<file path="config.mk">
export PLATFORM = sky130hd
export DESIGN_NAME = rf_op_sequencer
export DESIGN_NICKNAME = d
export VERILOG_FILES = /design/src/rtl/rf_op_sequencer.sv
export SDC_FILE = /design/constraint.sdc
export NUM_CORES = 1
export LEC_CHECK = 0
export BUFFER_PORTS_ARGS = -buffer_cell sky130_fd_sc_hd__buf_2
export CORE_MARGIN = 3
export CORE_UTILIZATION = 45
export DETAILED_ROUTE_END_ITERATION = 10
export GPL_ROUTABILITY_DRIVEN = 0
export GPL_TIMING_DRIVEN = 1
export PLACE_DENSITY = 0.66
export SLEW_MARGIN = 15
export SYNTH_ARGS = -nofsm -noshare
export SYNTH_HDL_FRONTEND = slang
export SYNTH_SLANG_ARGS = --single-unit
</file>
<file path="constraint.sdc">
create_clock -name clk -period 6.4 [get_ports clk]
set_input_delay 1.6 -clock clk [delete_from_list [all_inputs] [get_ports clk]]
set_output_delay 1.6 -clock clk [all_outputs]
set_load 0.02 [all_outputs]
</file>
<file path="src/rtl/rf_op_sequencer.sv">
// Register-file instruction sequencer: reads two operands, runs a 16-bit ALU op,
// and writes the result back through the file's write port in a fixed 4-cycle slot.
`timescale 1ns/1ps
module rf_op_sequencer #(
  parameter int unsigned DATA_W = 16,
  parameter int unsigned ADDR_W = 3
) (
  input  logic              clk,
  input  logic              reset,
  input  logic              instr_valid,
  output logic              instr_ready,
  input  logic [2:0]        instr_op,
  input  logic [ADDR_W-1:0] instr_sel_a,
  input  logic [ADDR_W-1:0] instr_sel_b,
  input  logic [ADDR_W-1:0] instr_dst,
  output logic [ADDR_W-1:0] rd_addr_a,
  output logic [ADDR_W-1:0] rd_addr_b,
  input  logic [DATA_W-1:0] d_out_a,
  input  logic [DATA_W-1:0] d_out_b,
  output logic              wr,
  output logic [ADDR_W-1:0] wr_addr,
  output logic [DATA_W-1:0] d_in,
  output logic [DATA_W-1:0] result,
  output logic              carry,
  output logic              zero,
  output logic              done
);

  localparam int unsigned OP_W = 3;

  localparam logic [OP_W-1:0] OP_ADD = 3'd0;
  localparam logic [OP_W-1:0] OP_SUB = 3'd1;
  localparam logic [OP_W-1:0] OP_AND = 3'd2;
  localparam logic [OP_W-1:0] OP_OR  = 3'd3;
  localparam logic [OP_W-1:0] OP_XOR = 3'd4;
  localparam logic [OP_W-1:0] OP_NOT = 3'd5;
  localparam logic [OP_W-1:0] OP_MOV = 3'd6;
  localparam logic [OP_W-1:0] OP_CMP = 3'd7;

  typedef enum logic [1:0] {
    IDLE  = 2'd0,
    READ  = 2'd1,
    EXEC  = 2'd2,
    WRITE = 2'd3
  } state_t;

  state_t state, state_nxt;

  logic [OP_W-1:0]   op_q, op_nxt;
  logic [ADDR_W-1:0] dst_q, dst_nxt;
  logic [DATA_W-1:0] op_a, op_a_nxt;
  logic [DATA_W-1:0] op_b, op_b_nxt;
  logic [ADDR_W-1:0] rd_addr_a_nxt, rd_addr_b_nxt, wr_addr_nxt;
  logic [DATA_W-1:0] d_in_nxt, result_nxt;
  logic              carry_nxt, zero_nxt, wr_nxt, done_nxt, ready_nxt;

  logic [DATA_W:0]   sum_ext, diff_ext;
  logic [DATA_W-1:0] alu_res;
  logic              alu_carry;

  // ALU on the captured operands; carry is bit DATA_W of the extended sum/difference
  always_comb begin
    sum_ext   = {1'b0, op_a} + {1'b0, op_b};
    diff_ext  = {1'b0, op_a} - {1'b0, op_b};
    alu_res   = op_a;
    alu_carry = 1'b0;
    case (op_q)
      OP_ADD: begin
        alu_res   = sum_ext[DATA_W-1:0];
        alu_carry = sum_ext[DATA_W];
      end
      OP_SUB, OP_CMP: begin
        alu_res   = diff_ext[DATA_W-1:0];
        alu_carry = diff_ext[DATA_W];
      end
      OP_AND:  alu_res = op_a & op_b;
      OP_OR:   alu_res = op_a | op_b;
      OP_XOR:  alu_res = op_a ^ op_b;
      OP_NOT:  alu_res = ~op_a;
      OP_MOV:  alu_res = op_a;
      default: alu_res = op_a;
    endcase
  end

  // Next-state and next-output decode
  always_comb begin
    state_nxt     = state;
    op_nxt        = op_q;
    dst_nxt       = dst_q;
    op_a_nxt      = op_a;
    op_b_nxt      = op_b;
    rd_addr_a_nxt = rd_addr_a;
    rd_addr_b_nxt = rd_addr_b;
    wr_addr_nxt   = wr_addr;
    d_in_nxt      = d_in;
    result_nxt    = result;
    carry_nxt     = carry;
    zero_nxt      = zero;
    wr_nxt        = 1'b0;
    done_nxt      = 1'b0;
    case (state)
      IDLE: begin
        if (instr_valid) begin
          op_nxt        = instr_op;
          dst_nxt       = instr_dst;
          rd_addr_a_nxt = instr_sel_a;
          rd_addr_b_nxt = instr_sel_b;
          state_nxt     = READ;
        end
      end
      READ: begin
        op_a_nxt  = d_out_a;
        op_b_nxt  = d_out_b;
        state_nxt = EXEC;
      end
      EXEC: begin
        result_nxt  = alu_res;
        carry_nxt   = alu_carry;
        zero_nxt    = (alu_res == '0);
        d_in_nxt    = alu_res;
        wr_addr_nxt = dst_q;
        wr_nxt      = (op_q != OP_CMP);
        done_nxt    = 1'b1;
        state_nxt   = WRITE;
      end
      WRITE:   state_nxt = IDLE;
      default: state_nxt = IDLE;
    endcase
    // ready is a registered copy of "next state is IDLE", so it mirrors state == IDLE
    ready_nxt = (state_nxt == IDLE);
  end

  always_ff @(posedge clk or negedge reset) begin
    if (!reset) begin
      state       <= IDLE;
      op_q        <= '0;
      dst_q       <= '0;
      op_a        <= '0;
      op_b        <= '0;
      rd_addr_a   <= '0;
      rd_addr_b   <= '0;
      wr_addr     <= '0;
      d_in        <= '0;
      result      <= '0;
      carry       <= 1'b0;
      zero        <= 1'b0;
      wr          <= 1'b0;
      done        <= 1'b0;
      instr_ready <= 1'b1;
    end else begin
      state       <= state_nxt;
      op_q        <= op_nxt;
      dst_q       <= dst_nxt;
      op_a        <= op_a_nxt;
      op_b        <= op_b_nxt;
      rd_addr_a   <= rd_addr_a_nxt;
      rd_addr_b   <= rd_addr_b_nxt;
      wr_addr     <= wr_addr_nxt;
      d_in        <= d_in_nxt;
      result      <= result_nxt;
      carry       <= carry_nxt;
      zero        <= zero_nxt;
      wr          <= wr_nxt;
      done        <= done_nxt;
      instr_ready <= ready_nxt;
    end
  end

endmodule

</file>
=== Word level (Yosys, flattened, before mapping) ===
Index checks and enable logic that the tools add are counted.

* $add $sub $neg: 2
* Multipliers: 0
* Div/mod/pow operators: 0
* Magnitude comparators: 0
* Eq/ne operators: 11
* Shifts and indexed selects: 0
* Multiplexer cells: 6
* Bitwise logic cells: 4
* Reductions and logical operators: 6

{| class="wikitable"
|+ Operators with widths
! kind !! number
|-
| one-hot mux 16 bit (7 select lines) || 1
|-
| adder 16 x 16 -> 17 bit || 1
|-
| subtractor 16 x 16 -> 17 bit || 1
|-
| bitwise AND 16 bit || 1
|-
| logical NOT 16 bit || 1
|-
| inverter 16 bit || 1
|-
| OR 16 bit || 1
|-
| XOR 16 bit || 1
|-
| == test 3 bit, second input constant || 4
|-
| one-hot mux 2 bit (4 select lines) || 1
|-
| == test 3 x 2 -> 1 bit, second input constant || 2
|-
| == test 2 bit, second input constant || 2
|-
| logical NOT 2 bit || 2
|-
| == test 3 x 1 -> 1 bit, second input constant || 1
|-
| logical NOT 3 bit || 1
|-
| != test 3 bit, second input constant || 1
|-
| == test 2 x 1 -> 1 bit, second input constant || 1
|-
| two-way mux 1 bit || 2
|-
| two-way mux 2 bit || 1
|-
| one-hot mux 1 bit (2 select lines) || 1
|-
| AND reduction 2 bit || 1
|-
| OR reduction 2 bit || 1
|}

* Register bits after elaboration: 70
* Latch bits: 0
* Memory bits (writable): 0
* ROM bits: 0
* Input bits: 47
* Output and inout port bits: 46
* Word-level logic and storage cells: 43
* Memories: 0

=== Depth between registers and ports, before layout ===
Gate-level depths: netlist of the first run.

* Depth after elaboration: 4
* Depth in mapped cells: 13
* Depth with buffers taken out: 13

=== Worst setup path after synthesis of the first run ===
No wires, ideal clock.

* Path kind: register to register
* From: reg op_a[1]
* To: reg zero
* Setup time: 120 ps
* Arrival: 2738 ps
* Data required time: 6280 ps
* Slack: 3542 ps
* Cell stages (with the launch flop): 12
* Buffers on the path: 0
* Clock period less this slack: 2858 ps
* Cell sequence: dfrtp_1 -> inv_1 -> ha_1 -> or2_1 -> a221oi_4 -> o21a_4 -> a311oi_1 -> nor4_1 -> o32ai_4 -> and3_1 -> and4_1 -> a31o_1

* Longest elaborated chain between the ends: 3
* Elaborated cells between the ends (all ways): 8
* Classes of those cells: 2 x add/sub; 1 x mux; 4 x bitwise; 1 x reduce/logical

{| class="wikitable"
|+ Ends and longest elaborated chain
! element !! RTL line !! source
|-
| from (decl) || 51 || <nowiki>logic [DATA_W-1:0] op_a, op_a_nxt;</nowiki>
|-
| from (signal assigned) || 154 || <nowiki>op_a <= op_a_nxt;</nowiki>
|-
| subtractor 16 x 16 -> 17 bit, or another cell as far along || 64 || <nowiki>diff_ext = {1'b0, op_a} - {1'b0, op_b};</nowiki>
|-
| one-hot mux 16 bit (7 select lines) * || 67 || <nowiki>case (op_q)</nowiki>
|-
| logical NOT 16 bit * || 119 || <nowiki>zero_nxt = (alu_res == '0);</nowiki>
|-
| to (signal assigned) || 162 || <nowiki>zero <= zero_nxt;</nowiki>
|-
| to (decl) || 25 || <nowiki>output logic zero,</nowiki>
|}

Every way passes the cells marked *; elsewhere a longest branch is shown, timed or not.
A chain may end at the register's enable or synchronous reset.

=== Worst setup path in the final report of the first run ===
* From: reg op_q[1]
* To: reg zero

* Longest elaborated chain between the ends: 4
* Elaborated cells between the ends (all ways): 11
* Classes of those cells: 7 x eq/ne; 1 x mux; 3 x reduce/logical

{| class="wikitable"
|+ Ends and longest elaborated chain
! element !! RTL line !! source
|-
| from (decl) || 49 || <nowiki>logic [OP_W-1:0] op_q, op_nxt;</nowiki>
|-
| from (signal assigned) || 152 || <nowiki>op_q <= op_nxt;</nowiki>
|-
| == test 3 x 1 -> 1 bit / == test 3 bit (equally long branches) || 67 ||
|-
| OR reduction 2 bit || 67 ||
|-
| one-hot mux 16 bit (7 select lines) * || 67 ||
|-
| logical NOT 16 bit * || 119 ||
|}

Marked as above.

==> flow_metrics.py, run 1 <==
metrics = {
    "cells_and_area": {
        "final_cell_mix": "92 x buf_2, 69 x dfrtp_1, 58 x o21ai_0, 55 x nand2_1",
        "nets": 773,
        "diodes": 0,
        "fillerInstances": 1110,
        "drive_gt1_frac": 0.251,
        "layout_commonest_cell": "buf_2",
        "syn_to_final_growth_pct": 11.8,
    },
    "floorplanning": {
        "die_area_mm2": 0.0137,
        "fp.dieH_um": 117,
        "initial_core_util": 0.474,
        "fp-row-count": 39,
        "io_pins": 93,
        "core_area_mm2": 0.0117,
        "die_x_um": 117,
    },
    "drt": {
        "antenna_left": 0,
        "vias": 4875,
        "drc_errors": 0,
        "viasPerCell": 5.94,
        "postRouteWirelength_um": 14500,
        "drtPass1Iterations": 5,
        "dr.first_iter.drc_count": 437,
        "wl_per_cell_um": 17.7,
    },
    "critical_path": {
        "end_kind": "flop",
        "reg2reg_to": "zero",
        "cp.required_ns": 6.63,
        "crit_chain": "nand2b_1 -> nand3_2 -> nor3b_1 -> nor3_1 -> nor4_1 -> o32ai_4 -> and3_1 -> and4_1 -> a31o_1",
        "r2r_slack_ns": 2.64,
        "path_max_fanout": 27,
        "worstPathArrival_ns": 3.99,
        "reg2reg_depth": 9,
        "crit_type": "reg2reg",
        "r2r-start": "op_q[1]",
        "critPathSlowestCell": "dfrtp_1",
        "crit_path_start_kind": "flop",
        "critPathMaxStageDelay_ns": 0.93,
    },
    "yosys": {
        "synth_top_area_frac": 0.311,
        "ys.flop_type": "dfrtp_1",
        "ys_top_cells_by_area": "dfrtp_1 31%, ha_1 11%, o21ai_0 5.2%, mux2_2 4.7%, nand2_1 3.7%",
        "netlist_area_mm2": 0.00555,
        "synth_largest_area_cell": "dfrtp_1",
        "synthArstFlopShare": 1.00,
        "yosys_warnings": 0,
        "syn_area_per_cell_um2": 9.00,
        "synth-edff-count": 0,
        "yosysSeqAreaShare": 0.316,
        "syn_inst": 617,
        "ys_ff_latch": 70,
        "ys_types": 88,
        "syn_nets": 717,
    },
    "sta": {
        "final_hold_viol_count": 0,
        "period_share": 0.587,
        "fin_skew_ns": 0.00606,
        "worst_pin_slew_ns": 0.995,
        "fin_crit_ns": 3.76,
        "max_clock_freq_mhz": 266,
        "setup_viol": 0,
        "grt_setup_unrepaired": "no",
        "finalMaxSlewViolations": 0,
        "fin_setup_tns_ns": 0,
        "slew_headroom": 0.336,
        "hold_ws_ns": 0.501,
    },
    "cts": {
        "root_buffer": "clkbuf_16",
        "cts_buffers": 9,
        "holdBufCountCts": 0,
        "post_cts_buffers": 0,
        "htreeDepth": 3,
        "clock_sinks": 70,
        "cts_resized": 0,
        "clkTransAtPathRegs_ns": 0.06,
        "clk_latency_ns": 0.34,
        "clk_path_buf_depth": 2,
        "cts_tree": "built",
    },
    "status": {
        "outcome": "completed",
    },
    "placement": {
        "port_buffers": 92,
        "dp_hpwl_um": 10600,
    },
    "job": {
        "cap_violations": 0,
    },
    "global_route": {
        "track_usage": 0.215,
        "grt_pass1_vias": 4652,
        "grt_pass1_wl_um": 23200,
        "antenna_found_initial": 0,
        "grt_max_degree": 71,
        "overflow": 0,
    },
    "hold_path": {
        "min_to": "dst_q[2]",
        "hold_start": "dst_q[2]",
        "whs_path_depth": 1,
        "hold_class": "reg2reg",
    },
}
## per-stage QoR
step / area, um2 / cells / setup WS (ns) / utilization
after floorplan: 5550 / 617 / 3.54 / -
after global placement: 5910 / 805 / 2.83 / 0.504
after detailed placement: 5910 / 805 / 2.72 / 0.504
after CTS: 6210 / 821 / 2.69 / 0.530
after global routing: 6210 / 821 / 2.34 / 0.530
final: 6210 / 821 / 2.64 / 0.530
## flip-flops by register name (all words and copies together), names as in the netlist
| name | cells |
|---|---|
| wr_addr | 3 |
| op_b | 16 |
| state | 2 |
| result | 16 |
| zero | 1 |
| carry | 1 |
| rd_addr_b | 3 |
| wr | 1 |
| op_q | 3 |
| dst_q | 3 |
| op_a | 16 |
| done | 1 |
| rd_addr_a | 3 |
| instr_ready | 1 |
## kinds of logic (layout without fill, tap and decap cells)
group / after synthesis / after routing / synth area share
compound gates: 197 / 197 / 0.252
xor+xnor: 3 / 3 / 0.00473
fa+ha+maj: 53 / 53 / 0.122
buf+inv: 104 / 165 / 0.0942
flops: 70 / 70 / 0.316
mux: 36 / 36 / 0.0726
simple gates: 154 / 154 / 0.139
## cells in the mapped netlist, types with 5 or more instances
library cell  number
dfrtp_1           69
o21ai_0           58
nand2_1           55
ha_1              51
inv_1             50
nor2_1            32
a21oi_1           27
mux2_2            23
buf_4             19
clkbuf_1          18
o22ai_1           14
mux2i_1           11
nand2b_1          11
nor3_1            10
o221ai_1           9
a221o_1            8
nor2b_1            8
o31ai_1            8
a31oi_1            7
buf_2              7
nor4_1             7
a211oi_1           5
a22oi_1            5
buf_6              5
## per-layer routing
layer | GRT usage | share of wire | up-vias
li1 | - | - | 2317
met3 | 0.0308 | 0.071 | 32
met4 | 0.0910 | 0.026 | 0
met5 | 0 | 0 | -
met1 | 0.296 | 0.44 | 2313
met2 | 0.339 | 0.46 | 213
## worst max-delay path by stage
| stage | from | to | slack [ns] | depth (start not counted) |
|---|---|---|---|---|
| 2_1_floorplan | op_a[1] | zero | 3.54 | 11 |
| 3_3_place_gp | op_q[1] | zero | 2.83 | 9 |
| 3_5_place_dp | op_q[1] | zero | 2.72 | 9 |
| 4_1_cts | op_q[1] | zero | 2.69 | 9 |
| 5_1_grt | op_q[1] | zero | 2.34 | 9 |
| 6_report | op_q[1] | zero | 2.64 | 9 |
## layout make-up
class | instances | area (um2) | share of cell area
clock inverters | 7 | 72.6 | 0.0117
well taps | 143 | 179 | 0.0288
inverters | 52 | 200 | 0.0323
flip-flops and latches | 70 | 1750 | 0.282
multi-input cells | 443 | 3280 | 0.528
clock buffers | 9 | 225 | 0.0363
repair buffers | 97 | 498 | 0.0802
## worst max-delay path, delay by kind of cell, from the launching register on
kind | cells | cell delay [ns]
flops | 1 | 0.93
compound gates | 2 | 0.36
simple gates | 7 | 2.34
Power of run 1 is not shown: default switching activity piles up to over one toggle a cycle in this logic, so the estimate is an artifact.
==> inputs of run 2 (changes only) <==
--- a/config.mk
+++ b/config.mk
@@ -11,7 +11,7 @@
 export DETAILED_ROUTE_END_ITERATION = 10
 export GPL_ROUTABILITY_DRIVEN = 0
 export GPL_TIMING_DRIVEN = 1
-export PLACE_DENSITY = 0.66
+export PLACE_DENSITY = 0.69
 export SLEW_MARGIN = 15
 export SYNTH_ARGS = -nofsm -noshare
 export SYNTH_HDL_FRONTEND = slang
==> constraint.sdc (replaced) <==
create_clock -name clk -period 3.29 [get_ports clk]
set_input_delay 0.8225 -clock clk [delete_from_list [all_inputs] [get_ports clk]]
set_output_delay 0.8225 -clock clk [all_outputs]
set_load 0.02 [all_outputs]
==> flow_metrics.py, run 2 (synthesis results as in run 1) <==
metrics = {
    "status": {
        "outcome": "completed",
    },
    "cells_and_area": {
        "layout_commonest_cell": "buf_2",
        "final_cell_mix": "92 x buf_2, 69 x dfrtp_1, 58 x o21ai_0, 55 x nand2_1, 50 x inv_1",
        "multi_input_area_mm2": 0.00330,
        "nets": 793,
        "reg.largest.list": "op_a (16), op_b (16), result (16)",
        "diodes": 0,
        "register_area_mm2": 0.00175,
        "fillerInstances": 1076,
        "syn_to_final_growth_pct": 14.9,
        "drive_gt1_frac": 0.279,
    },
    "drt": {
        "wl_per_cell_um": 17.7,
        "drtPass1Iterations": 5,
        "drc_errors": 0,
        "vias": 4997,
        "viasPerCell": 5.94,
        "postRouteWirelength_um": 14900,
        "dr.first_iter.drc_count": 550,
        "antenna_left": 0,
    },
    "critical_path": {
        "crit_type": "reg2reg",
        "worstPathArrival_ns": 3.44,
        "path_max_fanout": 12,
        "reg2reg_to": "zero",
        "cp.required_ns": 3.53,
        "reg2reg_depth": 11,
        "r2r-start": "op_a[6]",
        "r2r_slack_ns": 0.09,
        "crit_path_start_kind": "flop",
        "end_kind": "flop",
    },
    "floorplanning": {
        "initial_core_util": 0.474,
        "die_area_mm2": 0.0137,
        "io_pins": 93,
        "fp.dieH_um": 117,
        "die_x_um": 117,
        "core_area_mm2": 0.0117,
        "fp-row-count": 39,
    },
    "sta": {
        "fin_skew_ns": 0.00799,
        "grt_setup_unrepaired": "no",
        "finalMaxSlewViolations": 0,
        "period_share": 0.972,
        "max_clock_freq_mhz": 313,
        "final_hold_viol_count": 0,
        "fin_setup_tns_ns": 0,
        "fin_crit_ns": 3.20,
        "slew_headroom": 0.320,
        "setup_viol": 0,
        "worst_pin_slew_ns": 1.02,
    },
    "placement": {
        "port_buffers": 92,
        "dp_hpwl_um": 11100,
    },
    "global_route": {
        "grt_use_met1": 0.298,
        "grt_use_met2": 0.339,
        "grt_pass1_vias": 4668,
        "antenna_found_initial": 0,
        "grt_max_degree": 65,
        "grt-busiest-layer": "met2",
        "overflow": 0,
        "grt_pass1_wl_um": 23400,
        "grt.met3_usage": 0.0524,
        "track_usage": 0.220,
    },
    "cts": {
        "clk_path_buf_depth": 2,
        "cts_buffers": 9,
        "holdBufCountCts": 0,
        "clock_sinks": 70,
        "root_buffer": "clkbuf_16",
        "clkTransAtPathRegs_ns": 0.06,
        "htreeDepth": 3,
        "clk_latency_ns": 0.35,
        "cts_tree": "built",
    },
    "hold_path": {
        "hold_start": "result[2]",
        "hold_class": "reg2reg",
        "min_to": "result[2]",
        "whs_path_depth": 1,
    },
    "job": {
        "cap_violations": 0,
    },
}
-- run 2: timing repair --
| action | 4_1_cts | 5_1_grt |
|---|---|---|
| setup buffers | 0 | 0 |
| endpoints found under the setup margin | 0 | 2 |
| resized for setup | 0 | 5 |
-- run 2: worst max path at each step --
stage / end / slack, ns / cells after the start / from
after floorplan: zero / 0.43 / 11 / op_a[1]
after global placement: result[14] / 0.24 / 13 / op_a[0]
after detailed placement: zero / 0.12 / 11 / op_a[6]
after CTS: zero / 0.07 / 11 / op_a[6]
after global routing: zero / 0.003 / 13 / op_a[0]
final: zero / 0.09 / 11 / op_a[6]
-- run 2: critical path, cell delays in order (launching register included) --
cell	delay, ns
dfrtp_1	0.41
inv_1	0.08
ha_2	0.45
nor2b_1	0.10
or4_4	0.45
o21a_4	0.22
a311oi_2	0.31
nor4_1	0.11
nor4_1	0.36
o22ai_2	0.17
and4_1	0.20
a31o_1	0.21
-- run 2: per-stage QoR --
step / util / instances / setup WS (ns) / area [um2] / hold slack, ns
3_3_place_gp: 0.518 / 825 / 0.241 / 6070 / 0.473
5_1_grt: 0.545 / 841 / 0.00327 / 6380 / 0.521
2_1_floorplan: - / 617 / 0.432 / 5550 / 0.474
3_5_place_dp: 0.518 / 825 / 0.120 / 6070 / 0.488
6_report: 0.545 / 841 / 0.0930 / 6380 / 0.496
4_1_cts: 0.543 / 841 / 0.0654 / 6350 / 0.502
-- run 2: final cells by class --
cell class                 count  share of cell area
timing repair buffer         117               0.104
sequential                    70               0.275
tap                          143              0.0280
clock buffer                   9              0.0353
multi-input combinational    443               0.518
clock inverter                 7             0.00902
inverter                      52              0.0314
-- run 2: metal layers --
layer	routed length [um]	share of wire
met1	6650	0.45
met2	6850	0.46
met3	1010	0.068
met4	383	0.026
met5	0	0
Power of run 2 is left out for the same reason.
==> inputs of run 3 (changes only) <==
--- a/config.mk
+++ b/config.mk
@@ -6,8 +6,10 @@
 export NUM_CORES = 1
 export LEC_CHECK = 0
 export BUFFER_PORTS_ARGS = -buffer_cell sky130_fd_sc_hd__buf_2
+export CORE_ASPECT_RATIO = 0.75
 export CORE_MARGIN = 3
 export CORE_UTILIZATION = 45
+export CTS_BUF_LIST = sky130_fd_sc_hd__clkbuf_4 sky130_fd_sc_hd__clkbuf_8 sky130_fd_sc_hd__clkbuf_16
 export DETAILED_ROUTE_END_ITERATION = 10
 export GPL_ROUTABILITY_DRIVEN = 0
 export GPL_TIMING_DRIVEN = 1
==> flow_metrics.py, run 3 (synthesis results as in run 1) <==
metrics = {
    "sta": {
        "fin_skew_ns": 0.0128,
        "final_hold_viol_count": 0,
        "worst_pin_slew_ns": 1.02,
        "setup_viol": 0,
        "fin_crit_ns": 3.20,
        "timing.final.ws_setup_ns": 0.0903,
        "finalMaxSlewViolations": 0,
        "slew_headroom": 0.320,
        "max_clock_freq_mhz": 313,
        "period_share": 0.973,
    },
    "drt": {
        "postRouteWirelength_um": 15300,
        "drc_errors": 0,
        "vias": 5067,
        "wl_per_cell_um": 17.8,
        "antenna_left": 0,
        "viasPerCell": 5.89,
        "dr.first_iter.drc_count": 478,
        "drtPass1Iterations": 6,
    },
    "floorplanning": {
        "io_pins": 93,
        "die_x_um": 134,
        "initial_core_util": 0.469,
        "core_area_mm2": 0.0118,
        "fp-row-count": 34,
        "fp.dieH_um": 102,
        "die_area_mm2": 0.0137,
    },
    "cts": {
        "htreeDepth": 3,
        "clk_latency_ns": 0.35,
        "root_buffer": "clkbuf_16",
        "clk_path_buf_depth": 2,
        "clock_sinks": 70,
        "cts_tree": "built",
        "holdBufCountCts": 0,
        "cts_buffers": 9,
        "clkTransAtPathRegs_ns": 0.06,
    },
    "cells_and_area": {
        "layout_commonest_cell": "buf_2",
        "reg.largest.list": "op_a (16), op_b (16), result (16)",
        "drive_gt1_frac": 0.282,
        "nets": 794,
        "final_cell_mix": "92 x buf_2, 69 x dfrtp_1, 58 x o21ai_0, 55 x nand2_1, 50 x inv_1",
        "diodes": 0,
        "syn_to_final_growth_pct": 16.7,
        "final_cell_area_mm2": 0.00648,
    },
    "global_route": {
        "overflow": 0,
        "grt_pass1_vias": 4837,
        "antenna_found_initial": 0,
        "track_usage": 0.222,
        "grt_pass1_wl_um": 24300,
        "grt_max_degree": 65,
    },
    "critical_path": {
        "path_max_fanout": 4,
        "worstPathArrival_ns": 3.48,
        "crit_path_start_kind": "flop",
        "cp.required_ns": 3.57,
        "crit_type": "reg2reg",
        "end_kind": "flop",
    },
    "job": {
        "cap_violations": 0,
    },
    "placement": {
        "dp_hpwl_um": 11300,
        "dpl_cell_area_mm2": 0.00610,
        "post-place-ws_ns": 0.0876,
        "port_buffers": 92,
    },
    "hold_path": {
        "hold_class": "reg2reg",
    },
    "status": {
        "outcome": "completed",
    },
}
run 3: worst paths after layout:
| kind | from | to | slack [ns] | cells after the start |
|---|---|---|---|---|
| worst max-delay path | op_a[0] | zero | 0.09 | 13 |
| worst min-delay path | wr_addr[1] | wr_addr[1] | 0.50 | 1 |
| worst max register to register | op_a[0] | zero | 0.09 | 13 |
| worst min register to register | wr_addr[1] | wr_addr[1] | 0.50 | 1 |
| max in group asynchronous | reset | instr_ready | 2.01 | 2 |
| min in group asynchronous | reset | wr_addr[1] | 0.54 | 1 |
run 3: cell type report:
cell class	instances	area, um2
Clock buffer	9	225
Tap cell	162	203
Fill cell	1084	5350
Sequential cell	70	1750
Inverter	52	200
Timing Repair Buffer	118	668
Multi-Input combinational cell	443	3310
Clock inverter	7	120
run 3: repair_timing:
action | in CTS | in global routing
endpoints found under the setup margin | 0 | 2
gates resized for setup | 0 | 6
hold endpoints to repair | 0 | 0
buffers inserted | 0 | 0
run 3: critical path, cell delays in order, from the launching register on:
cell      delay, ns
dfrtp_1        0.41
inv_1          0.12
ha_1           0.19
inv_1          0.06
fa_1           0.38
nor2b_1        0.17
o311a_1        0.31
o21ai_1        0.17
a21o_1         0.13
a31oi_1        0.11
a2111o_1       0.32
nor4_2         0.37
and4_1         0.25
a31o_1         0.14
run 3: layer usage:
metal | vias up | track usage | share of wire
li1 | 2357 | - | -
met4 | 0 | 0.0563 | 0.017
met5 | - | 0 | 0
met3 | 27 | 0.0497 | 0.084
met1 | 2434 | 0.315 | 0.45
met2 | 249 | 0.346 | 0.45
run 3: stage by stage:
step                hold WS (ns)  TNS [ns]  std cells   util
floorplan                  0.474         0        617      -
global placement           0.483         0        845  0.516
detailed placement         0.490         0        845  0.516
CTS                        0.504         0        861  0.545
global route               0.523   -0.0289        861  0.548
finish                     0.500         0        861  0.548
Power of run 3 is left out for the same reason.
